## src/rtl/mips32_reg_dump.sv

```systemverilog
// Streams a range of register-file words to a valid/ready sink once the core reports HALTED.
// Define MIPS32_DUMP_CHECKSUM_EN to append an XOR checksum beat after the last register.
module mips32_reg_dump #(
  parameter int DATA_W = 32,
  parameter int AW     = 5
) (
  input  logic              clk1,
  input  logic              rst,
  input  logic              start,
  input  logic              halted,
  input  logic [AW-1:0]     first_reg,
  input  logic [AW-1:0]     last_reg,
  output logic [AW-1:0]     rf_raddr,
  input  logic [DATA_W-1:0] rf_rdata,
  output logic              dout_valid,
  input  logic              dout_ready,
  output logic [DATA_W-1:0] dout_data,
  output logic [AW-1:0]     dout_idx,
  output logic              dout_last,
  output logic              busy,
  output logic              err
);

`ifdef MIPS32_DUMP_CHECKSUM_EN
  typedef enum logic [2:0] {S_IDLE, S_WAIT_HALT, S_READ, S_SEND, S_DONE, S_CSUM} state_t;
`else
  typedef enum logic [2:0] {S_IDLE, S_WAIT_HALT, S_READ, S_SEND, S_DONE} state_t;
`endif

  state_t              state_q, state_d;
  logic [AW-1:0]       idx_q, idx_d;
  logic [AW-1:0]       last_q, last_d;
  logic [DATA_W-1:0]   dout_data_q, dout_data_d;
  logic [AW-1:0]       dout_idx_q, dout_idx_d;
  logic                dout_last_q, dout_last_d;
  logic                err_q, err_d;
`ifdef MIPS32_DUMP_CHECKSUM_EN
  logic [DATA_W-1:0]   csum_q, csum_d;
`endif

  always_comb begin
    state_d     = state_q;
    idx_d       = idx_q;
    last_d      = last_q;
    dout_data_d = dout_data_q;
    dout_idx_d  = dout_idx_q;
    dout_last_d = dout_last_q;
    err_d       = 1'b0;
`ifdef MIPS32_DUMP_CHECKSUM_EN
    csum_d      = csum_q;
`endif
    case (state_q)
      S_IDLE: begin
        if (start) begin
          if (first_reg > last_reg) begin
            err_d = 1'b1;
          end else begin
            idx_d   = first_reg;
            last_d  = last_reg;
            state_d = halted ? S_READ : S_WAIT_HALT;
`ifdef MIPS32_DUMP_CHECKSUM_EN
            csum_d  = '0;
`endif
          end
        end
      end
      S_WAIT_HALT: begin
        if (halted) state_d = S_READ;
      end
      S_READ: begin
        dout_data_d = rf_rdata;
        dout_idx_d  = idx_q;
`ifdef MIPS32_DUMP_CHECKSUM_EN
        dout_last_d = 1'b0;
`else
        dout_last_d = (idx_q == last_q);
`endif
        state_d     = S_SEND;
      end
      S_SEND: begin
        if (dout_ready) begin
`ifdef MIPS32_DUMP_CHECKSUM_EN
          csum_d = csum_q ^ dout_data_q;
`endif
          // idx only advances while below last, so it can never wrap past 31
          if (idx_q == last_q) begin
`ifdef MIPS32_DUMP_CHECKSUM_EN
            dout_data_d = csum_q ^ dout_data_q;
            dout_idx_d  = '0;
            dout_last_d = 1'b1;
            state_d     = S_CSUM;
`else
            state_d     = S_DONE;
`endif
          end else begin
            idx_d   = idx_q + AW'(1);
            state_d = S_READ;
          end
        end
      end
`ifdef MIPS32_DUMP_CHECKSUM_EN
      S_CSUM: begin
        if (dout_ready) state_d = S_DONE;
      end
`endif
      S_DONE: begin
        state_d = S_IDLE;
      end
      default: begin
        state_d = S_IDLE;
      end
    endcase
  end

  always_ff @(posedge clk1) begin
    if (rst) begin
      state_q     <= S_IDLE;
      idx_q       <= '0;
      last_q      <= '0;
      dout_data_q <= '0;
      dout_idx_q  <= '0;
      dout_last_q <= 1'b0;
      err_q       <= 1'b0;
`ifdef MIPS32_DUMP_CHECKSUM_EN
      csum_q      <= '0;
`endif
    end else begin
      state_q     <= state_d;
      idx_q       <= idx_d;
      last_q      <= last_d;
      dout_data_q <= dout_data_d;
      dout_idx_q  <= dout_idx_d;
      dout_last_q <= dout_last_d;
      err_q       <= err_d;
`ifdef MIPS32_DUMP_CHECKSUM_EN
      csum_q      <= csum_d;
`endif
    end
  end

  assign rf_raddr  = (state_q == S_READ) ? idx_q : '0;
`ifdef MIPS32_DUMP_CHECKSUM_EN
  assign dout_valid = (state_q == S_SEND) || (state_q == S_CSUM);
`else
  assign dout_valid = (state_q == S_SEND);
`endif
  assign dout_data = dout_data_q;
  assign dout_idx  = dout_idx_q;
  assign dout_last = dout_last_q;
  assign busy      = (state_q != S_IDLE);
  assign err       = err_q;

endmodule

```

## config.mk

```make
export PLATFORM = sky130hd
export DESIGN_NAME = mips32_reg_dump
export DESIGN_NICKNAME = d
export VERILOG_FILES = /design/src/rtl/mips32_reg_dump.sv
export SDC_FILE = /design/constraint.sdc
export NUM_CORES = 1
export LEC_CHECK = 0
export BUFFER_PORTS_ARGS = -buffer_cell sky130_fd_sc_hd__buf_2
export CAP_MARGIN = 20
export CORE_ASPECT_RATIO = 1.1
export CORE_MARGIN = 2
export CORE_UTILIZATION = 45
export DETAILED_ROUTE_END_ITERATION = 12
export PLACE_DENSITY = 0.77
export SLEW_MARGIN = 20
export SYNTH_ARGS = -nofsm -noshare
export SYNTH_HDL_FRONTEND = slang
export SYNTH_SLANG_ARGS = --single-unit
```

## constraint.sdc

```tcl
create_clock -name clk1 -period 2.68 [get_ports clk1]
set_clock_uncertainty 0.1 [all_clocks]
set_input_delay 0.536 -clock clk1 [delete_from_list [all_inputs] [get_ports clk1]]
set_output_delay 0.536 -clock clk1 [all_outputs]
set_load 0.02 [all_outputs]
```

Yosys cells after proc, flatten, opt, wreduce, memory -nomap -nowiden
Cells that the tools add are included.
Widths: inputs -> output; s select.
- output and inout bits: 46
- input port bits: 47
- flip-flop bits (word level): 52
- logic and storage cells: 42
- muxes and demuxes: 14
- $add $sub $neg: 1
- magnitude comparators: 1
- equal/unequal tests: 9
- reduce and logical (&&, ||, !) cells: 7
- bitwise gates (word level): 3
- operators with widths (kind ; number):
    $mux 5 ; 5
    $mux 3 ; 5
    $pmux 3 s4 ; 1
    $pmux 5 s2 ; 1
    $ne 2x2->1 const B ; 4
    $eq 3x2->1 const B ; 2
    $add 5x1->5 const B ; 1
    $eq 5x5->1 ; 1
    $gt 5x5->1 ; 1
    $reduce_and 5->1 ; 1
    $reduce_and 4->1 ; 1
    $eq 3x1->1 const B ; 1
    $logic_not 3->1 ; 1
    $not 1->1 ; 3
    $reduce_and 3->1 ; 1
    $reduce_bool 3->1 ; 1
    $reduce_or 3->1 ; 1
    $mux 2 ; 1
    $ne 2x1->1 const B ; 1
    $reduce_bool 2->1 ; 1
    $mux 1 ; 1

Logic depth before layout (Yosys ltp)
Gate-level depths: netlist (run 1).
- depth after elaboration: 4
- depth in mapped cells: 7
- depth with buffers taken out: 7

Worst setup path before layout (run 1)
OpenSTA, ideal clock, no wires.
- path kind: input to register
- start: input last_reg[3]
- end: register idx_q[0]
- path slack: 0.522 ns
- arrival: 1.987 ns
- data required time: 2.510 ns
- stages: 7
- buffers on the path: 0
- library setup time: 0.070 ns
- cells stage by stage: inv_1 -> ha_1 -> a21o_1 -> a21oi_1 -> a21boi_2 -> or4b_1 -> a21oi_1
- word-level cells in the longest chain between the ends: 3
- ends and longest elaborated chain (element ; RTL line ; source):
    start: declaration ; 12 ; input logic [AW-1:0] last_reg,
    $gt 5x5->1 ; 55 ; if (first_reg > last_reg) begin
    $ne 2x2->1 (no line) ; -- ;
    $reduce_and 5->1 (no line) ; -- ;
    end signal: assignment ; 129 ; idx_q <= idx_d;
    end: declaration ; 31 ; logic [AW-1:0] idx_q, idx_d;
No other way between the ends.
A chain may end at the register's enable or synchronous reset.

Final worst setup path (run 1)
- start: register state_q[0]
- end: output rf_raddr[0]
- word-level cells in the longest chain between the ends: 2
- ends and longest elaborated chain (element ; RTL line ; source):
    start: declaration ; 30 ; state_t state_q, state_d;
    start signal: assignment ; 128 ; state_q <= state_d;
    $eq 3x2->1 ; 141 ; assign rf_raddr = (state_q == S_READ) ? idx_q : '0;
    $mux 5 ; 141 ;
    end: declaration ; 13 ; output logic [AW-1:0] rf_raddr,
No other way between the ends.

==> impl_metrics.py, run 1 <==
metrics = {
    "status": {
        "status": "finished, final reports clean",
    },
    "synth": {
        "synth-seq-cells": 52,
        "synth.area.top_cells": "dfxtp_1 (46%), nand2_1 (13%), a21oi_1 (11%), ha_1 (3.3%), nand3_1 (2.4%)",
        "ys_seq_area_share_pct": 45.8,
        "yosys_warnings": 0,
        "synth_cell_type_count": 39,
        "synth_top_area_share_pct": 45.8,
        "yosysTopAreaCell": "dfxtp_1",
        "syn_nets": 342,
        "syn_inst": 289,
        "syn_area_um2": 2270,
        "avgSynthCellArea_um2": 7.86,
    },
    "cts": {
        "h-tree-depth": 2,
        "tritoncts": "built",
        "cts_setup_buffers": 0,
        "cts_resized": 0,
        "path_clk_slew_ns": 0.09,
        "clock_latency_ns": 0.30,
        "clock-sinks": 52,
        "cts_buffer_depth": 2,
        "cts_buffers": 5,
        "clock_tree.root_cell": "clkbuf_8",
        "hold_buffers": 0,
    },
    "min_path": {
        "hp-class": "reg -> reg",
    },
    "detailed_routing": {
        "first_pass_iters": 4,
        "drtIter0Drc": 69,
        "final_antenna_net_count": 0,
        "wl_per_cell_um": 12.2,
        "vias": 2201,
        "drcViolationCount": 0,
        "via_per_inst": 5.07,
        "wirelength_mm": 5.29,
    },
    "timing": {
        "hold_viol": 0,
        "worst_pin_slew_ns": 0.695,
        "final_max_slew_viol_count": 0,
        "setup_ws_ns": 0.348,
        "holdWs_ns": 0.354,
        "period_minus_slack_ns": 2.33,
        "finalCritPeriodShare_pct": 87.0,
        "setup-violations-final": 0,
        "relSlewSlack_pct": 53.6,
        "max_freq_mhz": 429,
        "grt_setup_unrepaired": "false",
        "tns_ns": 0,
    },
    "worst_setup_path": {
        "end_kind": "primary output",
        "critPathTopFamily": "simple AND/OR/NAND/NOR gates",
        "required_ns": 2.04,
        "crit_type": "reg -> out",
        "path_max_fanout": 11,
        "cp_num_buf_inv": 2,
        "slowest_stage": "dfxtp_1",
        "crit_chain": "nor2_1 > and2_1 > nand2_1 > inv_1 > buf_2",
        "cp-start-kind": "register",
        "cp.arrival_ns": 1.70,
        "critical-path-max-stage-delay_ns": 0.42,
    },
    "layout": {
        "areaGrowthSynthToFinish_pct": 25.6,
        "final_area_um2": 2850,
        "post-route-util_pct": 57.8,
        "final_cells": 434,
        "antenna_cells": 0,
        "mostFrequentLayoutCell": "buf_2",
        "nFillCells": 484,
        "final_cell_mix": "buf_2 (92), nand2_1 (80), dfxtp_1 (52)",
        "fin_nets": 428,
        "drive_gt1_share_pct": 29.3,
    },
    "flow_run": {
        "max-cap-violations": 0,
    },
    "power_and_ir_drop": {
        "power.leakage_nw": 1.35,
        "power_mw": 1.74,
        "ir_worst_vdd_uv": 306,
        "power_density_nw_per_um2": 610,
    },
    "floorplanning": {
        "fp.coreArea_um2": 4930,
        "start_util_pct": 46.1,
        "rows": 27,
        "die_width_um": 71.8,
        "dieArea_um2": 5630,
        "die_y_um": 78.5,
        "pin_count": 93,
    },
    "grt": {
        "grtUsageTotal_pct": 18.7,
        "grt_pass1_wl_mm": 8.52,
        "antenna_found_initial": 0,
        "grt.overflow.total": 0,
        "grt_pass1_vias": 1938,
        "grt_max_degree": 30,
    },
    "placed_design": {
        "preCtsSetupSlack_ns": 0.253,
        "hpwlAfterDp_mm": 3.92,
        "dp_cells": 426,
        "io_buffers": 92,
        "gp_congestion": 0.786,
        "placedInstanceArea_um2": 2760,
    },
}
registers in the layout, indices dropped and copies added (netlist names):
name       flops
idx_q          5
dout_data     32
last_q         5
state_q        3
dout_idx       5
dout_last      1
err            1
cell type report:
type                            instances  area (um2)  share of cell area, %
Multi-Input combinational cell        207        1100                   38.6
Clock buffer                            6        72.6                   2.54
Clock inverter                          2        16.3                  0.570
Timing Repair Buffer                   95         495                   17.4
Inverter                               14        52.6                   1.84
Tap cell                               58        72.6                   2.54
Sequential cell                        52        1040                   36.5
cells by family after synthesis:
family	Yosys count	share of synthesized area (%)
XOR/XNOR	5	1.93
buffers and inverters	30	5.67
flip-flops	52	45.8
AO/OA/AOI/OAI	75	19.0
adder cells (fa/ha/maj)	6	3.30
AND/OR/NAND/NOR	119	23.4
multiplexers	2	0.881
synthesized netlist by cell type, drive strengths merged:
| cell type | number |
|---|---|
| mux2i | 2 |
| nor3 | 9 |
| or2 | 1 |
| buf | 6 |
| xnor2 | 5 |
| o311ai | 3 |
| a21o | 1 |
| a21boi | 1 |
| a31o | 1 |
| dfxtp | 52 |
| nand3b | 1 |
| nand2 | 80 |
| o31ai | 4 |
| a31oi | 1 |
| nor2b | 1 |
| and2 | 5 |
| or4b | 1 |
| and3 | 1 |
| o211ai | 1 |
| o21ai | 10 |
| a32o | 1 |
| ha | 6 |
| nor3b | 1 |
| clkbuf | 10 |
| or3b | 1 |
| nor2 | 6 |
| o21a | 1 |
| inv | 14 |
| a32oi | 1 |
| nand3 | 11 |
| and4 | 1 |
| a21oi | 50 |
routing by layer:
metal	wire length, um	GRT usage [%]
met5	0	0
met4	55	5.28
met3	442	4.62
met2	2480	31.9
met1	2310	23.3
worst register-to-register path: stages, from the launching register on:
cell and delay, ns:
dfxtp_1 0.42, nor3_1 0.43, inv_1 0.11, a31oi_1 0.14, a21boi_2 0.34, nor2_1 0.11, a31o_2 0.22
path summary, 6_finish.rpt:
check               start           end  slack [ns]  cells past startpoint
max            state_q[0]   rf_raddr[0]        0.35                      5
min          dout_data[9]  dout_data[9]        0.35                      2
max reg2reg    state_q[0]    state_q[1]        0.70                      6
min reg2reg  dout_data[9]  dout_data[9]        0.35                      2
power by group:
part | switching, mW | internal [mW] | leakage, nW
clock | 0.258 | 0.186 | 0.0414
combinational | 0.258 | 0.158 | 0.887
sequential | 0.0488 | 0.832 | 0.423
total | 0.564 | 1.18 | 1.35
Note: power is estimated with default switching activity, not from simulation.
==> run 2, diff against run 1 <==
--- a/config.mk
+++ b/config.mk
@@ -9,9 +9,9 @@
 export CAP_MARGIN = 20
 export CORE_ASPECT_RATIO = 1.1
 export CORE_MARGIN = 2
-export CORE_UTILIZATION = 45
+export CORE_UTILIZATION = 48
 export DETAILED_ROUTE_END_ITERATION = 12
-export PLACE_DENSITY = 0.77
+export PLACE_DENSITY = 0.82
 export SLEW_MARGIN = 20
 export SYNTH_ARGS = -nofsm -noshare
 export SYNTH_HDL_FRONTEND = slang
==> run 2 against run 1 <==
Critical path depth fell by 1. Utilization up 4.2 points. First-iteration DRC count down 1.4%. Combinational power about the same. Global-route usage up 1.5 points. Cell area down 0.26%.
==> impl_metrics.py, run 2 (same netlist as run 1, synthesis figures left out) <==
metrics = {
    "status": {
        "status": "finished, final reports clean",
    },
    "cts": {
        "clock_latency_ns": 0.30,
        "cts_resized": 0,
        "cts_setup_buffers": 0,
        "clock_tree.root_cell": "clkbuf_8",
        "path_clk_slew_ns": 0.09,
        "tritoncts": "built",
        "cts_buffer_depth": 2,
        "clock-sinks": 52,
        "h-tree-depth": 2,
        "hold_buffers": 0,
        "cts_buffers": 5,
    },
    "grt": {
        "grt_max_degree": 35,
        "antenna_found_initial": 0,
        "grt.overflow.total": 0,
        "grt_pass1_wl_mm": 9.08,
        "grt_pass1_vias": 2022,
        "grtUsageTotal_pct": 20.2,
    },
    "layout": {
        "mostFrequentLayoutCell": "buf_2",
        "fin_nets": 429,
        "final_cell_mix": "buf_2 (92), nand2_1 (80), dfxtp_1 (52)",
        "nFillCells": 413,
        "antenna_cells": 0,
        "largest_register_ffs": 32,
        "areaGrowthSynthToFinish_pct": 25.2,
        "drive_gt1_share_pct": 29.4,
    },
    "detailed_routing": {
        "vias": 2249,
        "wirelength_mm": 5.27,
        "final_antenna_net_count": 0,
        "drtIter0Drc": 68,
        "wl_per_cell_um": 12.2,
        "first_pass_iters": 4,
        "via_per_inst": 5.19,
        "drcViolationCount": 0,
    },
    "worst_setup_path": {
        "required_ns": 2.04,
        "path_max_fanout": 12,
        "crit_type": "reg -> out",
        "critPathTopFamily": "simple AND/OR/NAND/NOR gates",
        "end_kind": "primary output",
        "cp_num_buf_inv": 2,
        "cp.arrival_ns": 1.75,
        "crit_chain": "and2_1 > nand2_1 > inv_1 > buf_2",
        "r2r_setup_slack_ns": 0.73,
        "cp-start-kind": "register",
        "critical-path-max-stage-delay_ns": 0.57,
        "slowest_stage": "dfxtp_1",
    },
    "timing": {
        "grt_setup_unrepaired": "false",
        "worst_pin_slew_ns": 0.492,
        "finalCritPeriodShare_pct": 88.9,
        "final_max_slew_viol_count": 0,
        "period_minus_slack_ns": 2.38,
        "max_freq_mhz": 420,
        "hold_viol": 0,
        "relSlewSlack_pct": 67.2,
        "setup-violations-final": 0,
        "tns_ns": 0,
    },
    "power_and_ir_drop": {
        "power_density_nw_per_um2": 608,
        "ir_worst_vdd_uv": 296,
        "power.leakage_nw": 1.35,
        "power_mw": 1.73,
    },
    "floorplanning": {
        "pin_count": 93,
        "dieArea_um2": 5300,
        "die_y_um": 76.2,
        "die_width_um": 69.6,
        "fp.coreArea_um2": 4590,
        "start_util_pct": 49.5,
        "rows": 26,
    },
    "placed_design": {
        "gp_congestion": 0.813,
        "hpwlAfterDp_mm": 3.99,
        "io_buffers": 92,
    },
    "flow_run": {
        "max-cap-violations": 0,
    },
    "min_path": {
        "hp-class": "reg -> reg",
    },
}
[run 2: cell types whose count changed in the layout (fill, tap and decap cells not counted)]
cell	delta
buf_12	-1
buf_4	+2
[run 2: worst paths after layout]
kind                                     from       endpoint  cells past startpoint
worst max-delay path               state_q[1]    rf_raddr[3]                      4
worst min-delay path            dout_data[30]  dout_data[30]                      2
worst max register to register     state_q[0]     state_q[2]                      6
worst min register to register  dout_data[30]  dout_data[30]                      2
[run 2: report_power, final]
| group | switching [mW] | internal (mW) |
|---|---|---|
| registers | 0.0493 | 0.832 |
| clock network | 0.248 | 0.186 |
| logic | 0.258 | 0.155 |
| total | 0.555 | 1.17 |
[run 2: final cells by class]
type / count / area, um2 / share of cell area, %
multi-input cells: 207 / 1100 / 38.7
flip-flops and latches: 52 / 1040 / 36.6
inverters: 14 / 52.6 / 1.85
clock inverters: 2 / 16.3 / 0.572
clock buffers: 6 / 72.6 / 2.55
repair buffers: 96 / 490 / 17.2
well taps: 56 / 70.1 / 2.46
[run 2: metrics by stage]
| stage | setup WS (ns) | util (%) | cells | area (um2) | hold slack, ns |
|---|---|---|---|---|---|
| finish | 0.298 | 62.0 | 433 | 2850 | 0.357 |
| global route | 0.104 | 62.0 | 433 | 2850 | 0.354 |
| CTS | 0.286 | 62.0 | 433 | 2850 | 0.357 |
| detailed placement | 0.306 | 60.1 | 425 | 2760 | 0.345 |
| global placement | 0.328 | 60.1 | 425 | 2760 | 0.338 |
| floorplan | 0.522 | - | 289 | 2270 | 0.367 |
[run 2: metal layers]
metal  track usage (%)  share of wire (%)  vias to the layer above
met5                 0                  0                        -
met4              4.51                1.2                        0
met3              4.50                7.7                        8
met2              34.3                 47                       93
met1              26.3                 44                      998
li1                  -                  -                     1150
[run 2: tightest hold or removal path: stages, from the launching register on]
cell and delay, ns:
dfxtp_1 0.32, nand2_1 0.05, a21oi_1 0.05
